==> config.mk <==
export PLATFORM = sky130hd
export DESIGN_NAME = midi_encoder
export DESIGN_NICKNAME = d
export VERILOG_FILES = /design/src/rtl/midi_pkg.sv /design/src/rtl/midi_running_status.sv /design/src/rtl/midi_encoder.sv
export SDC_FILE = /design/constraint.sdc
export NUM_CORES = 1
export LEC_CHECK = 0
export BUFFER_PORTS_ARGS = -buffer_cell sky130_fd_sc_hd__buf_2
export CORE_UTILIZATION = 38
export CTS_CLUSTER_DIAMETER = 150
export DETAILED_ROUTE_END_ITERATION = 6
export MAX_ROUTING_LAYER = met4
export PLACE_DENSITY = 0.68
export SLEW_MARGIN = 30
export SYNTH_ARGS = -nofsm -noshare
export SYNTH_HDL_FRONTEND = slang
export SYNTH_SLANG_ARGS = --single-unit
==> constraint.sdc <==
create_clock -name clk -period 1.9 [get_ports clk]
set_input_delay 0.38 -clock clk [delete_from_list [all_inputs] [get_ports clk]]
set_output_delay 0.38 -clock clk [all_outputs]
set_load 0.02 [all_outputs]
==> src/rtl/midi_pkg.sv <==
// Shared MIDI definitions: voice types, byte-FSM states and per-type helpers
// used by both the transmit encoder and the receive parser.
package midi_pkg;

  localparam int unsigned DATA_W = 7;
  localparam int unsigned CHAN_W = 4;
  localparam logic [7:0]  MIDI_STATUS_BIT = 8'h80;

  typedef enum logic [2:0] {
    VOICE_NOTE_OFF = 3'd0,
    VOICE_NOTE_ON  = 3'd1,
    VOICE_POLY_AT  = 3'd2,
    VOICE_CTRL     = 3'd3,
    VOICE_PROGRAM  = 3'd4,
    VOICE_CHAN_AT  = 3'd5,
    VOICE_PITCH    = 3'd6,
    VOICE_INVALID  = 3'd7
  } t_voice;

  typedef enum logic [1:0] {
    S_IDLE   = 2'd0,
    S_STATUS = 2'd1,
    S_DATA1  = 2'd2,
    S_DATA2  = 2'd3
  } t_enc_state;

  // Number of data bytes following the status byte; 0 for an invalid type.
  function automatic logic [1:0] data_len(input t_voice voice);
    case (voice)
      VOICE_PROGRAM, VOICE_CHAN_AT: data_len = 2'd1;
      VOICE_INVALID:                data_len = 2'd0;
      default:                      data_len = 2'd2;
    endcase
  endfunction

  function automatic logic [7:0] status_byte(input t_voice voice,
                                             input logic [CHAN_W-1:0] channel);
    status_byte = MIDI_STATUS_BIT | {1'b0, voice, channel};
  endfunction

endpackage

==> src/rtl/midi_running_status.sv <==
// Running-status tracker: remembers the last status sent and decides whether
// the next accepted message must carry an explicit status byte.
module midi_running_status
  import midi_pkg::*;
#(
  parameter int unsigned RUNNING_STATUS = 1,
  parameter int unsigned REFRESH_MSGS   = 0
) (
  input  logic       clk,
  input  logic       reset,
  input  logic       accept,
  input  logic       rs_clear,
  input  logic [7:0] status,
  output logic       need_status_c
);

  localparam int unsigned SKIP_W = (REFRESH_MSGS > 0) ? $clog2(REFRESH_MSGS + 1) : 1;
  localparam logic [SKIP_W-1:0] SKIP_MAX = SKIP_W'(REFRESH_MSGS);

  logic [7:0]        last_status;
  logic              last_valid;
  logic [SKIP_W-1:0] skip_cnt;
  logic              refresh_due;

  assign refresh_due = (REFRESH_MSGS != 0) && (skip_cnt == SKIP_MAX);

  // A coincident rs_clear forces the status byte for the message being accepted.
  assign need_status_c = (RUNNING_STATUS == 0) || rs_clear || !last_valid ||
                         (last_status != status) || refresh_due;

  always_ff @(posedge clk) begin
    if (reset) begin
      last_status <= 8'h00;
      last_valid  <= 1'b0;
      skip_cnt    <= '0;
    end else if (accept) begin
      if (need_status_c) begin
        last_status <= status;
        last_valid  <= 1'b1;
        skip_cnt    <= '0;
      end else if (skip_cnt != SKIP_MAX) begin
        skip_cnt <= skip_cnt + SKIP_W'(1);
      end
    end else if (rs_clear) begin
      last_valid <= 1'b0;
      skip_cnt   <= '0;
    end
  end

endmodule

==> src/rtl/midi_encoder.sv <==
// MIDI voice-message encoder: serializes one channel-voice event per handshake
// into status/data bytes for the UART transmitter, with running status.
module midi_encoder
  import midi_pkg::*;
#(
  parameter int unsigned RUNNING_STATUS = 1,
  parameter int unsigned REFRESH_MSGS   = 0
) (
  input  logic       clk,
  input  logic       reset,
  input  logic       v_valid,
  output logic       v_ready,
  input  logic [2:0] v_type,
  input  logic [3:0] v_channel,
  input  logic [6:0] v_data1,
  input  logic [6:0] v_data2,
  input  logic       rs_clear,
  output logic [7:0] d_out,
  output logic       d_valid,
  input  logic       d_ready
);

  t_enc_state        state;
  t_voice            voice;
  logic [DATA_W-1:0] data1;
  logic [DATA_W-1:0] data2;
  logic              two_bytes;
  logic [7:0]        status;
  logic              accept;
  logic              msg_accept;
  logic              xfer;
  logic              need_status_c;

  assign v_ready    = (state == S_IDLE) && !reset;
  assign accept     = v_valid && v_ready;
  assign voice      = t_voice'(v_type);
  assign status     = status_byte(voice, v_channel);
  assign msg_accept = accept && (voice != VOICE_INVALID);
  assign xfer       = d_valid && d_ready;

  midi_running_status #(
    .RUNNING_STATUS (RUNNING_STATUS),
    .REFRESH_MSGS   (REFRESH_MSGS)
  ) u_running_status (
    .clk           (clk),
    .reset         (reset),
    .accept        (msg_accept),
    .rs_clear      (rs_clear),
    .status        (status),
    .need_status_c (need_status_c)
  );

  // Byte FSM; invalid-type events are accepted in IDLE and simply dropped.
  always_ff @(posedge clk) begin
    if (reset) begin
      state     <= S_IDLE;
      d_out     <= 8'h00;
      d_valid   <= 1'b0;
      data1     <= '0;
      data2     <= '0;
      two_bytes <= 1'b0;
    end else begin
      case (state)
        S_IDLE: begin
          if (msg_accept) begin
            data1     <= v_data1;
            data2     <= v_data2;
            two_bytes <= (data_len(voice) == 2'd2);
            d_valid   <= 1'b1;
            if (need_status_c) begin
              state <= S_STATUS;
              d_out <= status;
            end else begin
              state <= S_DATA1;
              d_out <= {1'b0, v_data1};
            end
          end
        end
        S_STATUS: begin
          if (xfer) begin
            state <= S_DATA1;
            d_out <= {1'b0, data1};
          end
        end
        S_DATA1: begin
          if (xfer) begin
            if (two_bytes) begin
              state <= S_DATA2;
              d_out <= {1'b0, data2};
            end else begin
              state   <= S_IDLE;
              d_valid <= 1'b0;
            end
          end
        end
        S_DATA2: begin
          if (xfer) begin
            state   <= S_IDLE;
            d_valid <= 1'b0;
          end
        end
        default: state <= S_IDLE;
      endcase
    end
  end

endmodule

==> results.sh, run 1 <==
export IMPL_status="completed"
export IMPL_grt_pass1_wl_mm=6.948
export IMPL_grt_pass1_vias=1454
export IMPL_cts_root_buf="clkbuf_8"
export IMPL_synth_nets=238
export IMPL_drt_met1_wl_mm=1.943
export IMPL_cp_cell_sequence="inv_1, ha_1, a21boi_2, nor3_2, nor2_2, buf_4, a32o_1"
export IMPL_insertion_delay_ns=0.29
export IMPL_power_mw=2.811
export IMPL_syn_area_sq_um=1737
export IMPL_fin_setup_tns_ns=0
export IMPL_cp_max_fo=7
export IMPL_synth_compound_area_share=0.2269
export IMPL_cts_path_max_buffers=2
export IMPL_crit_family="compound AO/OA/AOI/OAI gates"
export IMPL_slowest_delay_ns=0.39
export IMPL_vias=1580
export IMPL_diodes=0
export IMPL_tightest_slew_ns=0.4516
export IMPL_period_needed_ns=1.748
export IMPL_top_layer="met4"
export IMPL_critPathSlowestCell="dfxtp_1"
export IMPL_synthSimpleGateAreaFrac=0.2233
export IMPL_stdcell_count=298
export IMPL_yosysUniqueCellTypes=38
export IMPL_setup_ws_ns=0.1519
export IMPL_final_nets=277
export IMPL_synth_mux_area_fraction=0.02882
export IMPL_slew_viol_final=0
export IMPL_grt_usage=0.1855
export IMPL_grt_max_degree=32
export IMPL_drc=0
export IMPL_drt_total_wl_mm=4.067
export IMPL_ant_nets=0
export IMPL_core_area_sq_um=4384
export IMPL_hp_class="input port to flop"
export IMPL_drive_gt1_frac=0.2480
export IMPL_areaGrowthSynthToFinish_pct=20.17
export IMPL_power_density_nw_per_um2=1347
export IMPL_overflow=0
export IMPL_drt_initial_drc_count=90
export IMPL_placed_cells=289
export IMPL_slew_headroom=0.6967
export IMPL_wl_per_cell_um=13.65
export IMPL_cp_num_buf_inv=2
export IMPL_arrival_ns=1.93
export IMPL_pin_count=36
export IMPL_fp_dieW_um=69.61
export IMPL_rsz0062_at_grt="no"
export IMPL_antenna_found_initial=0
export IMPL_seq_area_frac_synth=0.4035
export IMPL_dp_hpwl_mm=2.880
export IMPL_pre_cts_ws_ns=0.1197
export IMPL_setup_viol=0
export IMPL_p_leak_nw=0.8147
export IMPL_synth_fa_ha_area_frac=0.04323
export IMPL_first_pass_iters=5
export IMPL_crit_required_ns=2.08
export IMPL_whs_ns=0.3190
export IMPL_maxCapViolCount=0
export IMPL_synth_xor_area_share=0.03530
export IMPL_h_tree_depth=2
export IMPL_yosysWarningCount=0
export IMPL_cts_buffers_inserted=5
export IMPL_dr_wl_met3_um=158
export IMPL_peakVddDrop_uv=508.8
export IMPL_cts_tree="built"
export IMPL_clk_pin_slew_worst_paths_ns=0.07
export IMPL_worstSetupPathType="flop to flop"
export IMPL_die_height_um=69.61
export IMPL_synth_top_family_by_area="compound AO/OA/AOI/OAI gates"
export IMPL_place_congestion=0.8120
export IMPL_finalCritPeriodShare=0.9201
export IMPL_postSynthCellCount=206
export IMPL_die_area_sq_um=4845
export IMPL_final_hold_viol_count=0
export IMPL_start_util=0.3961
export IMPL_vias_per_cell=5.302
export IMPL_cts_sinks=35
export IMPL_ys_ff_latch=35
export IMPL_rows=24
export IMPL_synth_area_per_cell_sq_um=8.430
export IMPL_wl_met2_mm=1.904
export IMPL_port_buffers=35
export IMPL_cp_start_kind="flop"
export IMPL_fin_worst_skew_ns=0.005953
export IMPL_cp_end_kind="flop"
export IMPL_max_freq_ghz=0.5720
## synth_stat cells
cell      instances  area share
buf_6             2       0.013
nor3_1            3      0.0086
or2_4             1      0.0050
a211oi_1          2      0.0086
nand3b_1          1      0.0043
nor2b_1           1      0.0036
nor2_2            1      0.0036
buf_2             3      0.0086
nor4_4            1       0.012
dfxtp_1          35        0.40
nand3_2           1      0.0058
nand3_1           1      0.0029
o21ai_0           8       0.023
a31oi_1           8       0.029
nand2b_1          2      0.0072
xnor2_1           7       0.035
mux2i_1           5       0.029
a221o_1           1      0.0058
a21oi_1          20       0.058
ha_1              6       0.043
a21oi_2           1      0.0050
a21boi_2          1      0.0065
and3_1            1      0.0036
nand4_1           2      0.0072
or4_1             1      0.0043
a31oi_2           1      0.0072
a21oi_4           1      0.0094
a22oi_1           7       0.030
o31ai_1           1      0.0043
a32o_1            7       0.040
and3b_1           1      0.0050
nor2_1           10       0.022
clkbuf_1          5       0.011
and4b_1           1      0.0058
inv_1             2      0.0043
buf_1             1      0.0022
nand2_1          52        0.11
and4_1            2       0.010
## metal layers
layer,vias up,track usage
met2,32,0.2729
met3,6,0.03924
li1,810,-
met5,-,-
met4,0,0.06803
met1,732,0.2502
## logic make-up after synthesis
family,count (synthesis)
XOR/XNOR,7
AND/OR/NAND/NOR,82
multiplexers,5
flip-flops,35
adder cells (fa/ha/maj),6
AO/OA/AOI/OAI,58
buffers and inverters,13
## through the flow
step | area [sq um] | util
3_5_place_dp | 1969 | 0.4492
3_3_place_gp | 1969 | 0.4492
5_1_grt | 2087 | 0.4760
6_report | 2087 | 0.4760
4_1_cts | 2073 | 0.4729
2_1_floorplan | 1737 | -
## report_power, final
group / total, mW / switching, mW / internal, mW
Combinational: 1.18 / 0.698 / 0.483
Clock: 0.606 / 0.277 / 0.330
Sequential: 1.02 / 0.114 / 0.910
## layout by cell type (no fill, tap or decap), types with 2 or more instances in the layout
master,instances
a211oi_1,2
nand4_1,2
nor2_1,10
nor3_1,2
nand2b_1,2
nand2_1,52
o21ai_0,8
clkbuf_8,7
ha_1,6
a32o_1,7
mux2i_1,5
a22oi_1,7
a31oi_1,8
xnor2_1,7
a21oi_1,20
buf_4,8
and4_1,2
inv_1,2
dfxtp_1,35
buf_2,35
## worst paths after layout
check                           startpoint        to  slack, ns  depth (start not counted)
worst min-delay path            v_data2[0]  data2[0]       0.32                          3
worst min register to register    data1[1]  data1[1]       0.46                          2
worst max-delay path              state[0]  d_out[3]       0.15                          7
worst max register to register    state[0]  d_out[3]       0.15                          7
## registers in the layout, indices dropped and copies added (netlist names)
name and cells:
two_bytes 1, u_running_status.last_valid 1, state 2, data1 7, d_valid 1, u_running_status.last_status 8, data2 7, d_out 8
## layout make-up
type                            count  area (sq um)
Tap cell                           52         65.06
Multi-Input combinational cell    158         974.7
Fill cell                         441          2297
Clock buffer                        7         96.34
Timing Repair Buffer               43         235.2
Inverter                            2         7.507
Clock inverter                      1         7.507
Sequential cell                    35         700.7
## what timing repair did
action / in CTS / in global routing
setup endpoints to repair: 0 / 16
hold buffers: 0 / 0
resized for setup: 0 / 2
buffers inserted: 0 / 1
## worst reg2reg max path, cell delays in order (launching register included)
cell,delay [ns]
dfxtp_1,0.39
inv_1,0.11
ha_1,0.25
a21boi_2,0.21
nor3_2,0.25
nor2_2,0.06
buf_4,0.17
a32o_1,0.20
Power figures use the tool's default switching activity.
==> run 2, diff against run 1 <==
SETUP_SLACK_MARGIN = 0.4   (was not set)
==> run 2 against run 1 <==
Sequential power about the same. Register-to-register slack improved by 0.14 ns. Clock-buffer cell count unchanged. Clock skew increased by 0.0011 ns. Combinational power increased by 22%. Critical path type unchanged. Cell count increased by 2.0%.
==> results.sh, run 2 (same netlist as run 1, synthesis figures left out) <==
export IMPL_status="completed"
export IMPL_antenna_found_initial=0
export IMPL_slowest_delay_ns=0.38
export IMPL_whs_path_depth=3
export IMPL_worstSetupPathType="flop to flop"
export IMPL_tightest_slew_ns=0.3318
export IMPL_ctsHoldBuffers=0
export IMPL_die_area_sq_um=4845
export IMPL_period_needed_ns=1.609
export IMPL_place_congestion=0.8312
export IMPL_fillers=425
export IMPL_fin_setup_tns_ns=0
export IMPL_drt_initial_drc_count=77
export IMPL_r2r_start="state[0]"
export IMPL_cts_root_buf="clkbuf_8"
export IMPL_r2r_worst_path_cells=8
export IMPL_final_hold_viol_count=0
export IMPL_cp_max_fo=7
export IMPL_holdCritStartpoint="v_data2[5]"
export IMPL_cp_end_kind="flop"
export IMPL_vias_per_cell=5.313
export IMPL_cts_sinks=35
export IMPL_layout_commonest_cell="nand2_1"
export IMPL_final_nets=283
export IMPL_diodes=0
export IMPL_rsz0062_at_grt="yes"
export IMPL_pin_count=36
export IMPL_grt_max_degree=31
export IMPL_cts_tree="built"
export IMPL_ant_nets=0
export IMPL_vias=1615
export IMPL_final_cell_area_sq_um=2261
export IMPL_die_height_um=69.61
export IMPL_slew_headroom=0.7788
export IMPL_overflow=0
export IMPL_h_tree_depth=2
export IMPL_core_area_sq_um=4384
export IMPL_final_util=0.5157
export IMPL_max_freq_ghz=0.6215
export IMPL_wl_per_cell_um=14.21
export IMPL_final_cell_mix="52 x nand2_1, 34 x buf_2, 31 x dfxtp_1"
export IMPL_layout_area_seq_sq_um=710.7
export IMPL_placed_area_sq_um=2002
export IMPL_multiInputGateArea_sq_um=1076
export IMPL_arrival_ns=1.79
export IMPL_drive_gt1_frac=0.3373
export IMPL_peakVddDrop_uv=767.6
export IMPL_hp_class="input port to flop"
export IMPL_p_leak_nw=0.8692
export IMPL_fp_dieW_um=69.61
export IMPL_first_pass_iters=4
export IMPL_grt_usage=0.1966
export IMPL_cp_start_kind="flop"
export IMPL_critPathSlowestCell="dfxtp_4"
export IMPL_top_regs="d_out (8), u_running_status.last_status (8)"
export IMPL_rows=24
export IMPL_insertion_delay_ns=0.28
export IMPL_fin_worst_skew_ns=0.007019
export IMPL_cts_path_max_buffers=2
export IMPL_power_density_nw_per_um2=1368
export IMPL_cts_buffers_inserted=5
export IMPL_grt_pass1_vias=1525
export IMPL_crit_required_ns=2.08
export IMPL_start_util=0.3961
export IMPL_drc=0
export IMPL_port_buffers=35
export IMPL_slew_viol_final=0
export IMPL_crit_path_frequent_cell="buf_4"
export IMPL_pre_cts_ws_ns=0.1737
export IMPL_dp_hpwl_mm=2.996
export IMPL_setup_ws_ns=0.2909
export IMPL_finalCritPeriodShare=0.8469
export IMPL_grt_pass1_wl_mm=7.307
export IMPL_cp_cell_sequence="inv_6, ha_4, nand2b_4, a31oi_4, buf_4, nor4_4, buf_4, a32o_1"
export IMPL_drt_total_wl_mm=4.321
export IMPL_clk_pin_slew_worst_paths_ns=0.07
export IMPL_setup_viol=0
export IMPL_critPathLaunch="state[0]"
export IMPL_maxCapViolCount=0
export IMPL_areaGrowthSynthToFinish_pct=30.19
run 2: changes by cell type in the layout (fill, tap and decap cells not counted), moves of 3 or more:
cell | previous run | this run
o21ai_0 | 8 | 4
buf_4 | 8 | 13
o21ai_1 | 0 | 4
ha_4 | 0 | 3
ha_1 | 6 | 2
dfxtp_1 | 35 | 31
run 2: report_power, final:
group          total (mW)  switching, mW  internal [mW]
logic                1.44          0.782          0.653
clock network       0.603          0.273          0.330
registers            1.05          0.134          0.921
run 2: cell type report:
class / count / area share
inverters: 2 / 0.006641
repair buffers: 49 / 0.1284
clock buffers: 7 / 0.04261
flip-flops and latches: 35 / 0.3143
multi-input cells: 158 / 0.4759
clock inverters: 1 / 0.003320
well taps: 52 / 0.02878
run 2: what timing repair did:
action	CTS	global route
setup buffers	6	1
pin swaps	6	13
cloned	0	0
endpoints found under the setup margin	14	15
resized for setup	14	16
run 2: per-stage QoR:
step	total power [mW]	instances	hold WS, ns
global route	3.313	304	0.3297
floorplan	1.920	206	0.4330
detailed placement	2.242	289	0.4511
finish	3.092	304	0.3236
global placement	2.228	289	0.4428
CTS	3.008	303	0.3194
run 2: worst max-delay path, delay by kind of cell, from the launching register on:
family	cells	cell delay, ns
AOI/OAI and AO/OA	2	0.46
adders and majority gates	1	0.18
buffers and inverters	3	0.38
DFF	1	0.38
and+or+nand+nor	2	0.10
run 2: metal layers:
metal | GRT usage | vias to the layer above | share of wire
li1 | - | 827 | -
met1 | 0.2611 | 748 | 0.49
met2 | 0.2988 | 35 | 0.46
met3 | 0.04651 | 5 | 0.041
met4 | 0.05442 | 0 | 0.013
met5 | - | - | 0
run 2: final timing paths:
kind                                      to  slack (ns)
min reg2reg  u_running_status.last_status[7]        0.46
max reg2reg                         d_out[5]        0.29
min                                 data2[5]        0.32
max                                 d_out[5]        0.29
